`src/rtl/hilo_mdu.sv`:
```
// Multi-cycle multiply/divide unit owning the architectural HI/LO registers.
// One radix-2 step per cycle: shift-add multiply, restoring divide on magnitudes.
module hilo_mdu (
   input  logic        clk,
   input  logic        rst,
   input  logic        start,
   input  logic [1:0]  op,
   input  logic [31:0] a,
   input  logic [31:0] b,
   input  logic        mthi,
   input  logic        mtlo,
   input  logic [31:0] wdata,
   input  logic        flush,
   output logic [31:0] hi,
   output logic [31:0] lo,
   output logic        stall,
   output logic        busy,
   output logic        done,
   output logic        dz,
   output logic [1:0]  dbg_state
);

   // Handshake: start is a level held by the execute stage while stall is high;
   // the operation is accepted on the edge where IDLE & start & ~flush holds, and
   // done marks the single cycle in which the instruction may leave execute.

   typedef enum logic [1:0] {
      S_IDLE = 2'd0,
      S_CALC = 2'd1,
      S_DONE = 2'd2
   } state_t;

   state_t      state_q, state_d;
   logic [5:0]  cnt_q, cnt_d;

   logic [31:0] hi_q, lo_q;
   logic        is_div_q;
   logic [31:0] mcand_q;
   logic [31:0] acc_hi_q;
   logic [31:0] acc_lo_q;
   logic        neg_q;
   logic        rneg_q;
   logic        bz_q;

   logic        accept;
   logic        write_res;
   logic        mt_ok;

   // Operand conditioning: only MULT/DIV (op[0]==0) treat operands as signed.
   logic        sa, sb;
   logic [31:0] abs_a, abs_b;

   assign sa    = a[31] & ~op[0];
   assign sb    = b[31] & ~op[0];
   assign abs_a = sa ? (32'd0 - a) : a;
   assign abs_b = sb ? (32'd0 - b) : b;

   // Multiply step: conditional add of the multiplicand, then shift right.
   logic [32:0] mul_sum;
   logic [31:0] mul_hi_nx, mul_lo_nx;

   assign mul_sum   = {1'b0, acc_hi_q} + (acc_lo_q[0] ? {1'b0, mcand_q} : 33'd0);
   assign mul_hi_nx = mul_sum[32:1];
   assign mul_lo_nx = {mul_sum[0], acc_lo_q[31:1]};

   // Divide step: shift the next dividend bit into the remainder and try subtract.
   logic [32:0] div_sh;
   logic [31:0] div_diff;
   logic        div_ok;
   logic [31:0] div_hi_nx, div_lo_nx;

   assign div_sh    = {acc_hi_q, acc_lo_q[31]};
   assign div_ok    = (div_sh >= {1'b0, mcand_q});
   assign div_diff  = div_sh[31:0] - mcand_q;
   assign div_hi_nx = div_ok ? div_diff : div_sh[31:0];
   assign div_lo_nx = {acc_lo_q[30:0], div_ok};

   // Result sign correction applied only when HI/LO are written.
   logic [63:0] prod_s;
   logic [31:0] quo_s, rem_s;
   logic [31:0] res_hi, res_lo;

   assign prod_s = neg_q  ? (64'd0 - {acc_hi_q, acc_lo_q}) : {acc_hi_q, acc_lo_q};
   assign quo_s  = neg_q  ? (32'd0 - acc_lo_q) : acc_lo_q;
   assign rem_s  = rneg_q ? (32'd0 - acc_hi_q) : acc_hi_q;
   assign res_hi = is_div_q ? rem_s : prod_s[63:32];
   assign res_lo = is_div_q ? quo_s : prod_s[31:0];

   // FSM state register
   always_ff @(posedge clk or posedge rst) begin
      if (rst) begin
         state_q <= S_IDLE;
         cnt_q   <= 6'd0;
      end else begin
         state_q <= state_d;
         cnt_q   <= cnt_d;
      end
   end

   // FSM next state
   always_comb begin
      state_d = state_q;
      cnt_d   = cnt_q;
      case (state_q)
         S_IDLE: begin
            if (start && !flush) begin
               state_d = S_CALC;
               cnt_d   = 6'd0;
            end
         end
         S_CALC: begin
            if (flush) begin
               state_d = S_IDLE;
            end else begin
               cnt_d = cnt_q + 6'd1;
               if (cnt_q == 6'd31) state_d = S_DONE;
            end
         end
         S_DONE:  state_d = S_IDLE;
         default: state_d = S_IDLE;
      endcase
   end

   // FSM outputs
   always_comb begin
      accept    = 1'b0;
      write_res = 1'b0;
      mt_ok     = 1'b0;
      busy      = 1'b0;
      stall     = 1'b0;
      done      = 1'b0;
      dz        = 1'b0;
      case (state_q)
         S_IDLE: begin
            accept = start & ~flush;
            mt_ok  = ~start;
            stall  = ~rst & start & ~flush;
         end
         S_CALC: begin
            busy  = 1'b1;
            stall = ~rst;
         end
         S_DONE: begin
            busy      = 1'b1;
            done      = ~flush;
            dz        = ~flush & is_div_q & bz_q;
            write_res = ~flush & ~(is_div_q & bz_q);
         end
         default: ;
      endcase
   end

   // Iterative datapath
   always_ff @(posedge clk or posedge rst) begin
      if (rst) begin
         is_div_q <= 1'b0;
         mcand_q  <= 32'd0;
         acc_hi_q <= 32'd0;
         acc_lo_q <= 32'd0;
         neg_q    <= 1'b0;
         rneg_q   <= 1'b0;
         bz_q     <= 1'b0;
      end else if (accept) begin
         is_div_q <= op[1];
         mcand_q  <= abs_b;
         acc_hi_q <= 32'd0;
         acc_lo_q <= abs_a;
         neg_q    <= sa ^ sb;
         rneg_q   <= sa;
         bz_q     <= (b == 32'd0);
      end else if (state_q == S_CALC) begin
         if (is_div_q) begin
            acc_hi_q <= div_hi_nx;
            acc_lo_q <= div_lo_nx;
         end else begin
            acc_hi_q <= mul_hi_nx;
            acc_lo_q <= mul_lo_nx;
         end
      end
   end

   // Architectural HI/LO: a result write always takes priority over mthi/mtlo.
   always_ff @(posedge clk or posedge rst) begin
      if (rst) begin
         hi_q <= 32'd0;
         lo_q <= 32'd0;
      end else if (write_res) begin
         hi_q <= res_hi;
         lo_q <= res_lo;
      end else if (mt_ok) begin
         if (mthi) hi_q <= wdata;
         if (mtlo) lo_q <= wdata;
      end
   end

   assign hi        = hi_q;
   assign lo        = lo_q;
   assign dbg_state = state_q;

endmodule

```
`config.mk`:
```
export PLATFORM = sky130hd
export DESIGN_NAME = hilo_mdu
export DESIGN_NICKNAME = d
export VERILOG_FILES = /design/src/rtl/hilo_mdu.sv
export SDC_FILE = /design/constraint.sdc
export NUM_CORES = 1
export LEC_CHECK = 0
export CAP_MARGIN = 20
export CORE_MARGIN = 8
export CORE_UTILIZATION = 52
export DETAILED_ROUTE_END_ITERATION = 6
export PLACE_DENSITY_LB_ADDON = 0.08
export RECOVER_POWER = 50
export SYNTH_ARGS = -nofsm -noshare
export SYNTH_HDL_FRONTEND = slang
export SYNTH_SLANG_ARGS = --single-unit
```
`constraint.sdc`:
```
create_clock -name clk -period 6 [get_ports clk]
set_clock_uncertainty 0.15 [all_clocks]
set_input_delay 0.9 -clock clk [delete_from_list [all_inputs] [get_ports clk]]
set_output_delay 0.9 -clock clk [all_outputs]
set_load 0.02 [all_outputs]
```
==> metrics.md, run 1 <==
| Metric | Value |
|---|---|
| Most common cell after layout, fill and taps aside | sky130_fd_sc_hd__o21ai_0 |
| Vias in the first global route | 13300 |
| Area overhead of the layout relative to synthesis | 16.8% |
| Dpl cell area | 16700 um2 |
| Fraction of power spent switching nets | 50.4% |
| Clock tree from TritonCTS | done |
| Proportion of synthesized chip area in sequential cells | 29.2% |
| Headroom to the max-slew limit | -61.1% |
| Syn Nets | 2001 |
| Violations in the final reports | max-capacitance violations, max-slew violations |
| Worst Hold Class | flip-flop to flip-flop |
| Average instance area after synthesis | 8.09 um2 |
| Kind of critical path | input port to primary output |
| Detailed Routing Iterations Pass 1 | 6 |
| Delay of the slowest cell on the worst path | 0.60 ns |
| Most used cells in the layout excluding fill and tap cells | 178 x sky130_fd_sc_hd__o21ai_0, 173 x sky130_fd_sc_hd__nor2_1, 171 x sky130_fd_sc_hd__dfrtp_1 |
| Number of H-tree levels | 4 |
| Die Y-Extent | 184 um |
| Ys async rst share | 100% |
| Cell type of the slowest stage on the worst timing path | sky130_fd_sc_hd__clkdlybuf4s50_1 |
| Post-synthesis share of cell area spent on xor and xnor gates | 10.1% |
| Most used DFF post-synth | sky130_fd_sc_hd__dfrtp_1 |
| Worst setup margin | 1.60 ns |
| Worst IR drop on VDD | 0.279 mV |
| Post-DRT Antenna Nets | 0 |
| PostCTS Resize Cnt | 0 |
| Post-synthesis share of cell area spent on full adders, half adders and majority gates | 6.38% |
| Maximum net fanout on the critical path | 19 |
| Wire length per cell | 20.0 um |
| Yosys warnings | 0 |
| Sequential Power Share | 23.9% |
| Unrepaired setup endpoints after global routing | no |
| Total power | 10.3 mW |
| HP Start | mcand_q[14] |
| Outcome | finished with violations |
| Number of register bits inferred by synthesis | 172 |
| Leading cell types by total area after synthesis | sky130_fd_sc_hd__dfrtp_1 29%, sky130_fd_sc_hd__mux2i_1 6.6%, sky130_fd_sc_hd__ha_1 6.1% |
| Final wirelength | 46300 um |
| Ratio of cells with drive above 1 in the final layout | 5.17% |
| Clock transition at the register clock pins on the worst setup and hold paths after CTS | 0.06 ns |
| Number of setup violations in the final report | 0 |
| Worst skew pair latency | 0.44 ns |
| Cell taking the most area after synthesis | sky130_fd_sc_hd__dfrtp_1 |
| Worst-Margin Slew | 2.42 ns |
| Post-DR vias/cell | 6.06 |
| Clk network pwr share | 10.9% |
| Chip Width | 184 um |
| P per Cell Area | 596 nW/um2 |
| Final clock period utilization by the worst path | 73.4% |
| Number of unique standard cell types used by synthesis | 86 |
| Leakage power | 7.44 nW |
| Cell Chain, Critical Path | clkdlybuf4s50_1, nor2b_1, and2_0, nor2_1, buf_4, nor2_1, clkdlybuf4s50_1 |
| Arrival time at the worst endpoint | 3.35 ns |
| Maximum clock rate | 227 MHz |
| WP data required | 4.95 ns |
| Half-perimeter wire length after placement | 35600 um |
| Total clock buffers created by CTS | 17 |
| Cell internal pwr | 5.10 mW |
| Multiplexer share of the synthesized area | 8.11% |
| Critical path depth in cells | 7 |
| Hold-critical path depth | 2 |
| Post-route non-filler standard cell count | 2314 |
| Net switching component of the power | 5.17 mW |
| Length in cells of the worst reg-to-reg path | 11 |
| Initial standard-cell utilization of the core | 52.9% |
| Final instance area | 17200 um2 |
| Number of hold-repair buffers added at the cts stage | 0 |
| Crit end category | primary output |
| Post-synth top area share | 29.2% |
| Total Negative Setup Slacks | 0 ns |
| Gpl congestion | 0.953 |
| Startpoint class of the critical path | input port |
| DP Cell Count | 2281 |
| Reg-to-reg critical path startpoint | acc_hi_q[9] |
| I/O pin count | 174 |
| Post-Syn Area | 14700 um2 |
| Total grt overflow | 0 |
| Floorplan row count | 61 |
| Cell at the root of the clock tree | sky130_fd_sc_hd__clkbuf_16 |
| Dominant combinational cell family by area after synthesis | compound AO/OA/AOI/OAI gates |
| Number of buffers on the longest clock path | 2 |
| Global-route usage over all layers | 27.0% |
| Number of fill cells in the layout | 2496 |
| Core ar. | 27900 um2 |
| Number of endpoints with negative hold slack in the final report | 0 |
| Sinks on Clock Net | 172 |
| Number of pins with negative max-slew slack in the final report | 118 |
| Total number of vias | 14000 |
| Share of the synthesized area in compound gates (AO/OA/AOI/OAI) | 23.8% |
| Worst Setup Slack post-DPL | 1.69 ns |
| Final worst path period need | 4.40 ns |
| Setup Fix Bufs, Post-CTS | 0 |
| Post-synth EDFFs | 0 |
| Number of nets in the layout | 2101 |
| Initial antenna violation count | 0 |
| Wire length of the first global-routing pass | 73100 um |
| Buffering stage count on the worst path with inverters included | 3 |
| Full die area | 34000 um2 |
| Crit path max-delay family | buffers and inverters |
| Cell count after synthesis | 1823 |
| Maximum number of pins on one net before global-route repair | 106 |
| Start point of the critical path | flush |
| Simple-gate area share of the yosys netlist | 17.8% |
| # DRC | 0 |
| Number of buffers added on ports | 173 |
| Max cap viols | 3 |
| Part of the total power dissipated in combinational logic | 65.2% |
| First DRT Iteration DRCs | 1050 |
| Antenna cells | 0 |
cell type report:
| class | count | area (um2) | share of cell area (%) |
|---|---|---|---|
| Tap cell | 378 | 473 | 2.75 |
| Multi-Input combinational cell | 1479 | 9790 | 56.8 |
| Timing Repair Buffer | 189 | 1840 | 10.7 |
| Clock inverter | 12 | 128 | 0.741 |
| Clock buffer | 20 | 447 | 2.59 |
| Inverter | 64 | 245 | 1.42 |
| Sequential cell | 172 | 4310 | 25.0 |
layer usage:
metal  up-vias  global-route usage, %  wire length, um
met5         -                      0                0
met2       476                   46.1            22500
met1      6707                   35.5            19800
met3        53                   3.56             3150
met4         0                   6.68              858
li1       6792                      -                -
synth_stat cells (5+ instances only):
cell                       number
sky130_fd_sc_hd__buf_4          5
sky130_fd_sc_hd__a21o_1        27
sky130_fd_sc_hd__o21a_1         9
sky130_fd_sc_hd__o41ai_1       14
sky130_fd_sc_hd__nor3_1        33
sky130_fd_sc_hd__ha_1          72
sky130_fd_sc_hd__or4_4          6
sky130_fd_sc_hd__o21ai_0      178
sky130_fd_sc_hd__nor2_1       173
sky130_fd_sc_hd__a21oi_1      165
sky130_fd_sc_hd__or3_1         16
sky130_fd_sc_hd__nand3_1       23
sky130_fd_sc_hd__nand2b_1      13
sky130_fd_sc_hd__nor2b_1       14
sky130_fd_sc_hd__nor4_1        16
sky130_fd_sc_hd__a32o_1         6
sky130_fd_sc_hd__or2_2          5
sky130_fd_sc_hd__mux2_2        18
sky130_fd_sc_hd__dfrtp_1      172
sky130_fd_sc_hd__xor2_1        70
sky130_fd_sc_hd__or4_1         12
sky130_fd_sc_hd__a31oi_1       13
sky130_fd_sc_hd__o21ai_1       15
sky130_fd_sc_hd__nand3b_1       6
sky130_fd_sc_hd__o31ai_1       26
sky130_fd_sc_hd__inv_1         64
sky130_fd_sc_hd__a211oi_1      13
sky130_fd_sc_hd__nand4_1       13
sky130_fd_sc_hd__and3_1        12
sky130_fd_sc_hd__o211ai_1      43
sky130_fd_sc_hd__o21bai_1       8
sky130_fd_sc_hd__nand2_1      172
sky130_fd_sc_hd__o22ai_1        6
sky130_fd_sc_hd__mux2i_1       97
sky130_fd_sc_hd__xnor2_1      100
sky130_fd_sc_hd__clkbuf_1      78
sky130_fd_sc_hd__and2_1        10
sky130_fd_sc_hd__buf_1         18
sky130_fd_sc_hd__buf_2          6
registers in the layout, indices dropped and copies added, names as in the netlist:
| name | cells |
|---|---|
| dbg_state | 2 |
| lo | 32 |
| mcand_q | 32 |
| acc_lo_q | 32 |
| neg_q | 1 |
| acc_hi_q | 32 |
| cnt_q | 6 |
| rneg_q | 1 |
| bz_q | 1 |
| hi | 32 |
| is_div_q | 1 |
kinds of logic after synthesis:
logic type      after synthesis
xor+xnor                    170
compound gates              569
mux                         117
buf+inv                     172
flops                       172
fa+ha+maj                    74
simple gates                549
per-stage QoR:
step,utilization [%],hold slack (ns)
detailed placement,59.8,0.321
global route,61.8,0.355
floorplan,-,0.300
global placement,59.8,0.312
finish,61.8,0.325
CTS,61.9,0.334
worst register-to-register path: cells and delay by family (launching register included):
kind / cells / cell delay (ns)
AOI/OAI and AO/OA: 5 / 0.90
adders and majority gates: 1 / 0.39
buffers and inverters: 1 / 0.53
DFF: 1 / 0.60
muxes: 2 / 0.58
and+or+nand+nor: 2 / 0.73
power groups by stage:
stage / Clock (mW) / Sequential (mW) / Combinational, mW
floorplan: 0 / 2.41 / 4.70
global placement: 0 / 2.45 / 6.66
detailed placement: 0 / 2.47 / 6.70
CTS: 1.13 / 2.45 / 6.73
global route: 1.17 / 2.52 / 7.36
finish: 1.12 / 2.45 / 6.70
path summary, 6_finish.rpt:
check | slack, ns | end
worst max-delay path | 1.60 | stall
max in group asynchronous | 1.95 | acc_hi_q[20]
min in group asynchronous | 0.99 | acc_hi_q[4]
worst max register to register | 1.94 | acc_hi_q[12]
worst min-delay path | 0.32 | mcand_q[14]
worst min register to register | 0.32 | mcand_q[14]
Note: power is estimated with default switching activity, not from simulation.
==> inputs of run 2 (changes only) <==
- CORE_UTILIZATION: 52 -> 55
- clock period: 6 -> 4.34 ns (I/O delays scaled with it)
==> metrics.md, run 2 (same netlist as run 1, synthesis figures left out) <==
| Metric | Value |
|---|---|
| Outcome | finished with violations (unchanged) |
| Violations in the final reports | max-capacitance violations, max-slew violations (unchanged) |
| Initial antenna violation count | 0 (unchanged) |
| Total power | 14.6 mW (was 10.3 mW) |
| Global-route usage over all layers | 29.0% (was 27.0%) |
| Startpoint class of the critical path | input port (unchanged) |
| Die Y-Extent | 180 um (was 184 um) |
| Chip Width | 180 um (was 184 um) |
| Initial standard-cell utilization of the core | 55.3% (was 52.9%) |
| Cell at the root of the clock tree | sky130_fd_sc_hd__clkbuf_16 (unchanged) |
| Number of pins with negative max-slew slack in the final report | 117 (was 118) |
| Worst skew pair latency | 0.44 ns (about the same) |
| # DRC | 0 (unchanged) |
| PostCTS Resize Cnt | 0 (unchanged) |
| Total Negative Setup Slacks | 0 ns (unchanged) |
| Worst IR drop on VDD | 0.499 mV (was 0.279 mV) |
| Most used cells in the layout excluding fill and tap cells | 178 x sky130_fd_sc_hd__o21ai_0, 173 x sky130_fd_sc_hd__nor2_1, 171 x sky130_fd_sc_hd__dfrtp_1 (unchanged) |
| Core ar. | 26700 um2 (was 27900 um2) |
| Number of buffers on the longest clock path | 2 (unchanged) |
| Total clock buffers created by CTS | 17 (unchanged) |
| Gpl congestion | 1.01 (was 0.953) |
| Maximum number of pins on one net before global-route repair | 147 (was 106) |
| Clock transition at the register clock pins on the worst setup and hold paths after CTS | 0.07 ns (was 0.06 ns) |
| Vias in the first global route | 13700 (was 13300) |
| Detailed Routing Iterations Pass 1 | 5 (was 6) |
| Final clock period utilization by the worst path | 88.1% |
| WP data required | 3.54 ns (was 4.95 ns) |
| Wire length per cell | 20.5 um (was 20.0 um) |
| Most common cell after layout, fill and taps aside | sky130_fd_sc_hd__o21ai_0 (unchanged) |
| Post-route non-filler standard cell count | 2302 (was 2314) |
| DP Cell Count | 2268 (was 2281) |
| Total number of vias | 14200 (was 14000) |
| Arrival time at the worst endpoint | 3.02 ns (was 3.35 ns) |
| Ratio of cells with drive above 1 in the final layout | 6.48% (was 5.17%) |
| Maximum clock rate | 262 MHz |
| Area overhead of the layout relative to synthesis | 18.1% (was 16.8%) |
| Final wirelength | 47200 um (was 46300 um) |
| Total grt overflow | 0 (unchanged) |
| Number of setup violations in the final report | 0 (unchanged) |
| Antenna cells | 0 (unchanged) |
| P per Cell Area | 840 nW/um2 (was 596 nW/um2) |
| Number of fill cells in the layout | 2295 (was 2496) |
| Worst Setup Slack post-DPL | 0.501 ns (was 1.69 ns) |
| Headroom to the max-slew limit | -57.6% (was -61.1%) |
| Full die area | 32300 um2 (was 34000 um2) |
| Number of buffers added on ports | 173 (unchanged) |
| Max cap viols | 2 (was 3) |
| Number of nets in the layout | 2126 (was 2101) |
| Worst-Margin Slew | 2.36 ns (was 2.42 ns) |
| Wire length of the first global-routing pass | 76300 um (was 73100 um) |
| Worst Hold Class | flip-flop to flip-flop (unchanged) |
| Worst setup margin | 0.519 ns (was 1.60 ns) |
| Leakage power | 7.57 nW (was 7.44 nW) |
| Sinks on Clock Net | 172 (unchanged) |
| First DRT Iteration DRCs | 1083 (was 1050) |
| Number of endpoints with negative hold slack in the final report | 0 (unchanged) |
| Maximum net fanout on the critical path | 7 (was 19) |
| Half-perimeter wire length after placement | 36800 um (was 35600 um) |
| Kind of critical path | input port to primary output (unchanged) |
| Setup Fix Bufs, Post-CTS | 0 (unchanged) |
| Crit end category | primary output (unchanged) |
| Floorplan row count | 60 (was 61) |
| I/O pin count | 174 (unchanged) |
| Post-DRT Antenna Nets | 0 (unchanged) |
| Final worst path period need | 3.82 ns |
| Unrepaired setup endpoints after global routing | no (unchanged) |
| Number of H-tree levels | 4 (unchanged) |
| Number of hold-repair buffers added at the cts stage | 0 (unchanged) |
| Clock tree from TritonCTS | done (unchanged) |
| Post-DR vias/cell | 6.16 (was 6.06) |
run 2: per-stage QoR:
step	utilization [%]	cell area, um2	hold WS [ns]
6_report	65.3	17400	0.335
5_1_grt	65.3	17400	0.354
4_1_cts	65.4	17400	0.339
3_5_place_dp	63.2	16800	0.322
3_3_place_gp	63.2	16800	0.317
2_1_floorplan	-	14700	0.300
run 2: metal layers:
layer | GRT usage (%) | routed length (um)
met2 | 46.6 | 21500
met4 | 13.4 | 2220
met1 | 38.2 | 20300
met3 | 4.42 | 3250
met5 | 0 | 0
run 2: path summary, 6_finish.rpt:
check | from | endpoint | slack (ns) | depth (start not counted)
max in group asynchronous | rst | acc_lo_q[23] | 0.77 | 4
max reg2reg | acc_lo_q[0] | acc_hi_q[29] | 0.53 | 13
max | flush | stall | 0.52 | 6
min in group asynchronous | rst | acc_hi_q[25] | 0.41 | 2
min | mcand_q[23] | mcand_q[23] | 0.33 | 2
min reg2reg | mcand_q[23] | mcand_q[23] | 0.33 | 2
run 2: layout make-up:
cell class,count,area [um2],area share [%]
multi-input cells,1479,9790,56.2
flip-flops and latches,172,4310,24.7
repair buffers,214,2060,11.9
clock buffers,18,439,2.52
well taps,341,427,2.45
inverters,64,241,1.39
clock inverters,14,146,0.841
run 2: critical path, cell delays in order:
cell                              delay (ns)
sky130_fd_sc_hd__dlygate4sd3_1          0.63
sky130_fd_sc_hd__nor2b_1                0.45
sky130_fd_sc_hd__and2_0                 0.36
sky130_fd_sc_hd__nor2_1                 0.19
sky130_fd_sc_hd__nor2_1                 0.12
sky130_fd_sc_hd__clkdlybuf4s50_1        0.61
run 2: where the power goes:
group	switching [mW]	internal, mW
clock network	0.766	0.784
logic	5.82	4.04
registers	0.856	2.36
